[config.mk]
export PLATFORM = sky130hd
export DESIGN_NAME = vga_line_fetch
export DESIGN_NICKNAME = d
export VERILOG_FILES = /design/src/rtl/vga_pkg.sv /design/src/rtl/line_ram.sv /design/src/rtl/vga_line_fetch.sv
export SDC_FILE = /design/constraint.sdc
export NUM_CORES = 2
export LEC_CHECK = 0
export ABC_CLOCK_PERIOD_IN_PS = 6700
export BUFFER_PORTS_ARGS = -buffer_cell sky130_fd_sc_hd__buf_2
export CAP_MARGIN = 20
export CORE_MARGIN = 2
export CORE_UTILIZATION = 55
export CTS_CLUSTER_SIZE = 8
export DETAILED_ROUTE_END_ITERATION = 6
export PLACE_DENSITY = 0.68
export SLEW_MARGIN = 20
export SYNTH_ARGS = -nofsm -noshare
export SYNTH_HDL_FRONTEND = slang
export SYNTH_HIERARCHICAL = 1
export SYNTH_SLANG_ARGS = --single-unit
[constraint.sdc]
create_clock -name clk -period 6.7 [get_ports clk]
set_input_delay 2.01 -clock clk [delete_from_list [all_inputs] [get_ports clk]]
set_output_delay 2.01 -clock clk [all_outputs]
set_load 0.01 [all_outputs]
[src/rtl/vga_pkg.sv]
// Shared definitions for the VGA scanline prefetch stage:
// default geometry, FSM encoding and the blank word.
package vga_pkg;

   localparam int DEF_WORDS = 80;
   localparam int DEF_IDX_W = 7;

   typedef enum logic [1:0] {
      IDLE = 2'd0,
      REQ  = 2'd1,
      WAIT = 2'd2
   } state_e;

   localparam logic [15:0] BLANK = 16'h0000;

endpackage

[src/rtl/line_ram.sv]
// Ping-pong line buffer: 2*WORDS x 16, one sync write port and one
// sync read port that owns the display output register.
module line_ram
   import vga_pkg::*;
#(
   parameter int WORDS = DEF_WORDS,
   parameter int IDX_W = DEF_IDX_W
) (
   input  logic             clk,
   input  logic             reset_n,
   input  logic             we,
   input  logic             wbank,
   input  logic [IDX_W-1:0] widx,
   input  logic [15:0]      wdata,
   input  logic             rbank,
   input  logic [IDX_W-1:0] ridx,
   output logic [15:0]      rdata
);

   localparam int AW = $clog2(2 * WORDS);
   localparam logic [IDX_W-1:0] LAST = IDX_W'(WORDS - 1);
   localparam logic [AW-1:0] BANK_OFS = AW'(WORDS);

   logic [15:0]   mem_q [2*WORDS];
   logic [AW-1:0] waddr;
   logic [AW-1:0] raddr;
   logic [15:0]   rdata_d;
   logic [15:0]   rdata_q;

   always_comb begin
      waddr = AW'(widx) + (wbank ? BANK_OFS : '0);
      raddr = AW'(ridx) + (rbank ? BANK_OFS : '0);
      rdata_d = BLANK;
      if (ridx <= LAST) begin
         rdata_d = mem_q[raddr];
      end
   end

   always_ff @(posedge clk) begin
      if (we) begin
         mem_q[waddr] <= wdata;
      end
   end

   // Array is never reset; only the output register is.
   always_ff @(posedge clk) begin
      if (!reset_n) begin
         rdata_q <= BLANK;
      end else begin
         rdata_q <= rdata_d;
      end
   end

   assign rdata = rdata_q;

endmodule

[src/rtl/vga_line_fetch.sv]
// Scanline prefetch: fills the next line into one bank while the
// display reads the other with fixed 1-cycle latency.
module vga_line_fetch
   import vga_pkg::*;
#(
   parameter int WORDS = DEF_WORDS,
   parameter int IDX_W = DEF_IDX_W
) (
   input  logic        clk,
   input  logic        reset_n,
   input  logic        line_start,
   input  logic [15:0] line_base,
   input  logic [15:0] vga_addr,
   output logic [15:0] vga_data,
   output logic        mem_req,
   output logic [15:0] mem_addr,
   input  logic        mem_gnt,
   input  logic [15:0] mem_rdata,
   input  logic        mem_rvalid,
   output logic        busy,
   output logic        underrun
);

   localparam logic [IDX_W-1:0] LAST = IDX_W'(WORDS - 1);

   state_e           state_q, state_d;
   logic [IDX_W-1:0] cnt_q, cnt_d;
   logic [15:0]      base_q, base_d;
   logic [15:0]      mem_addr_q, mem_addr_d;
   logic             disp_bank_q, disp_bank_d;
   logic             mem_req_q, mem_req_d;
   logic             busy_q, busy_d;
   logic             underrun_q, underrun_d;
   logic             accept;
   logic             wr_en;
   logic             unused_addr;

   assign unused_addr = ^vga_addr[15:IDX_W];

   always_comb begin
      state_d     = state_q;
      cnt_d       = cnt_q;
      base_d      = base_q;
      disp_bank_d = disp_bank_q;
      underrun_d  = 1'b0;
      accept      = 1'b0;
      wr_en       = 1'b0;
      unique case (state_q)
         IDLE: begin
            accept = line_start;
         end
         REQ: begin
            underrun_d = line_start;
            if (mem_gnt) begin
               state_d = WAIT;
            end
         end
         WAIT: begin
            underrun_d = line_start;
            if (mem_rvalid) begin
               wr_en = 1'b1;
               if (cnt_q == LAST) begin
                  // final word lands: a coincident line_start is on time
                  state_d    = IDLE;
                  accept     = line_start;
                  underrun_d = 1'b0;
               end else begin
                  cnt_d   = cnt_q + 1'b1;
                  state_d = REQ;
               end
            end
         end
         default: begin
            state_d = IDLE;
         end
      endcase
      if (accept) begin
         disp_bank_d = ~disp_bank_q;
         base_d      = line_base;
         cnt_d       = '0;
         state_d     = REQ;
      end
      mem_req_d  = (state_d == REQ);
      busy_d     = (state_d != IDLE);
      mem_addr_d = base_d + 16'(cnt_d);
   end

   always_ff @(posedge clk) begin
      if (!reset_n) begin
         state_q     <= IDLE;
         cnt_q       <= '0;
         base_q      <= '0;
         mem_addr_q  <= '0;
         disp_bank_q <= 1'b0;
         mem_req_q   <= 1'b0;
         busy_q      <= 1'b0;
         underrun_q  <= 1'b0;
      end else begin
         state_q     <= state_d;
         cnt_q       <= cnt_d;
         base_q      <= base_d;
         mem_addr_q  <= mem_addr_d;
         disp_bank_q <= disp_bank_d;
         mem_req_q   <= mem_req_d;
         busy_q      <= busy_d;
         underrun_q  <= underrun_d;
      end
   end

   line_ram #(
      .WORDS (WORDS),
      .IDX_W (IDX_W)
   ) u_ram (
      .clk     (clk),
      .reset_n (reset_n),
      .we      (wr_en & reset_n),
      .wbank   (~disp_bank_q),
      .widx    (cnt_q),
      .wdata   (mem_rdata),
      .rbank   (disp_bank_q),
      .ridx    (vga_addr[IDX_W-1:0]),
      .rdata   (vga_data)
   );

   assign mem_req  = mem_req_q;
   assign mem_addr = mem_addr_q;
   assign busy     = busy_q;
   assign underrun = underrun_q;

endmodule

==> impl_metrics.tcl <==
set metrics [dict create \
    ys_ff_latch 2621 \
    seq_area_frac_synth_pct 77.0 \
    via_count 51059 \
    finalSetupViolCount 0 \
    start_kind "primary input" \
    layout-drive-gt1-share_pct 26.5 \
    syn_area_per_cell_um2 21.3 \
    power_density_nw_per_um2 316 \
    viasPerCell 6.53 \
    cts.root.buffer_cell "clkbuf_16" \
    fillerInstances 12110 \
    setup_tns_ns 0 \
    cts_setup_buffers 0 \
    hold_violations 0 \
    hp-class "reg -> reg" \
    grt_pass1_vias 50351 \
    cp_slowest_cell "nor4_1" \
    synth_area_um2 101000 \
    power_leakage_nw 37.2 \
    dpl.hpwl_um 146000 \
    area_growth_syn_to_layout_pct 14.2 \
    dpl_worst_slack_ns 1.03 \
    ys_warn_count 6 \
    slew_violations 0 \
    synth_edf_count 2560 \
    synth_cell_types 78 \
    slowest_delay_ns 0.69 \
    worstPathArrival_ns 5.54 \
    multiInputGateArea_um2 21700 \
    die_area_um2 188000 \
    async_reset_ff_share_pct 0 \
    ff_latch_area_um2 78100 \
    die_height_um 433 \
    critPathKind "in -> reg" \
    ys_dominant_reg_cell "edfxtp_1" \
    cp_max_fo 68 \
    grt-ovfl-total 0 \
    ios 88 \
    vdd_drop_max_uv 244 \
    cts-resized-gates 0 \
    antenna_found_initial 5 \
    drt_first_pass_iters 6 \
    fin_crit_sh_pct 71.0 \
    crit_chain "buf_8, mux4_2, mux4_2, a22oi_1, o21ai_1, nor4_1, nor4_1" \
    final_common_cell "edfxtp_1" \
    wire_per_inst_um 32.2 \
    period_needed_ns 4.76 \
    status "finished, final reports clean" \
    crit_buf_inv 1 \
    netlist_instances 4762 \
    grt_pass1_wl_um 360000 \
    cts_sinks 2621 \
    cts_buffers 378 \
    cts_tree "yes" \
    syn_nets 4834 \
    routed_wl_um 251000 \
    crit_family "multiplexers" \
    cts-htree-levels 5 \
    clock_skew_ns 0.0616 \
    path_clk_slew_ns 0.05 \
    relSlewSlack_pct 23.3 \
    core_area_um2 183000 \
    worstMarginPinSlew_ns 1.15 \
    gp_congestion 0.864 \
    stdcell_count 7814 \
    die_x_um 433 \
    setup_slack_ns 1.94 \
    nets 5326 \
    hold_buffers 0 \
    initial_core_util_pct 55.4 \
    num_rows 157 \
    fmax_mhz 210 \
    drtAntennaViolNets 0 \
    drc_errors 0 \
    grt_max_degree 161 \
    worstPathRequired_ns 7.48 \
    io_buffers 78 \
    drt-initial-drc-count 6541 \
    clockBufferDepth 4 \
    rsz0062_at_grt "false" \
    max-cap-violations 0 \
    dp.cells 7338 \
    fin_hold_ws_ns 0.514 \
    mostFrequentLayoutCells "edfxtp_1 (2560), mux4_2 (576), clkbuf_16 (382)" \
    clock_latency_ns 0.93 \
    cp-end-kind "flip-flop" \
    grt_usage_pct 27.0 \
]
## cell usage after synthesis (5+ instances only)
| library cell | number | area share (%) |
|---|---|---|
| edfxtp_1 | 2560 | 76 |
| mux4_2 | 576 | 13 |
| nor2_1 | 253 | 0.94 |
| mux2i_1 | 228 | 2.2 |
| clkbuf_1 | 110 | 0.41 |
| nand2_1 | 95 | 0.35 |
| o22ai_1 | 85 | 0.52 |
| o221ai_1 | 82 | 0.71 |
| a21oi_1 | 74 | 0.37 |
| dfxtp_1 | 61 | 1.2 |
| a22oi_1 | 57 | 0.42 |
| buf_2 | 56 | 0.28 |
| nor3_1 | 53 | 0.26 |
| o21ai_0 | 50 | 0.25 |
| buf_6 | 36 | 0.40 |
| buf_4 | 33 | 0.24 |
| nand3_1 | 28 | 0.14 |
| and2_1 | 23 | 0.14 |
| inv_1 | 21 | 0.078 |
| a211oi_1 | 20 | 0.15 |
| nor4_1 | 19 | 0.12 |
| ha_1 | 18 | 0.22 |
| mux2_2 | 16 | 0.18 |
| buf_8 | 14 | 0.21 |
| nand4_1 | 14 | 0.086 |
| nor2b_1 | 14 | 0.086 |
| nand2b_1 | 13 | 0.080 |
| o21ai_1 | 12 | 0.059 |
| a22o_1 | 9 | 0.078 |
| a221oi_1 | 8 | 0.069 |
| a31oi_1 | 8 | 0.049 |
| nor4_2 | 8 | 0.099 |
| o2111ai_1 | 8 | 0.069 |
| xnor2_1 | 7 | 0.060 |
| o21a_1 | 6 | 0.044 |
| buf_12 | 5 | 0.099 |
## through the flow
step / total power [mW] / cell area (µm²) / util (%)
after floorplan: 19.5 / 101000 / -
after global placement: 20.5 / 106000 / 57.8
after detailed placement: 20.5 / 106000 / 57.8
after CTS: 36.8 / 116000 / 63.2
after global routing: 37.6 / 116000 / 63.2
final: 36.6 / 116000 / 63.2
## sequential cells by signal, indices dropped and copies added, names as in the netlist
register and flops:
u_ram/rdata 16, u_ram/mem_q 2560, cnt_q 7, mem_req 1, base_q 16, state_q 2, underrun 1, mem_addr 16
disp_bank_q 1, busy 1
## routing by layer
metal | vias up | GRT usage (%) | routed length [µm]
met5 | - | 0 | 12
met4 | 2 | 10.8 | 10600
met3 | 475 | 5.67 | 24200
met2 | 2687 | 41.4 | 119000
met1 | 26998 | 38.5 | 97900
li1 | 20897 | - | -
## power breakdown
| part | total (mW) | internal [mW] | switching (mW) | leakage (nW) |
|---|---|---|---|---|
| logic | 2.12 | 0.693 | 1.43 | 8.87 |
| registers | 18.1 | 18.1 | 0.0404 | 23.5 |
| clock network | 16.4 | 10.1 | 6.27 | 4.86 |
## final timing paths
| path | start | depth (start not counted) | slack [ns] | end |
|---|---|---|---|---|
| max | vga_addr[0] | 7 | 1.94 | u_ram/rdata[5] |
| max reg2reg | cnt_q[0] | 15 | 2.33 | mem_addr[14] |
| min | base_q[8] | 2 | 0.51 | base_q[8] |
| min reg2reg | base_q[8] | 2 | 0.51 | base_q[8] |
## layout make-up
type	instances	share of cell area, %
clock inverters	10	0.0907
multi-input cells	1861	18.7
clock buffers	462	8.52
diodes	4	0.00864
flip-flops and latches	2621	67.4
repair buffers	370	2.54
inverters	22	0.0723
well taps	2464	2.66
## logic make-up after synthesis
group | after synthesis | share of synthesized area [%]
AO/OA/AOI/OAI | 454 | 3.15
AND/OR/NAND/NOR | 557 | 2.59
buffers and inverters | 280 | 1.73
flip-flops | 2621 | 77.0
adder cells (fa/ha/maj) | 19 | 0.242
XOR/XNOR | 10 | 0.0863
multiplexers | 821 | 15.2
## worst register-to-register path: stages, from the launching register on
cell	delay (ns)
dfxtp_1	0.56
ha_1	0.33
nand3_1	0.16
nor4b_1	0.67
nor2_1	0.20
xnor2_1	0.20
nor2_1	0.15
ha_1	0.20
inv_1	0.06
fa_1	0.40
nor2b_1	0.21
o31a_1	0.20
o211a_1	0.24
o21ba_4	0.19
and3_4	0.18
mux2_4	0.29
Power figures use the tool's default switching activity.
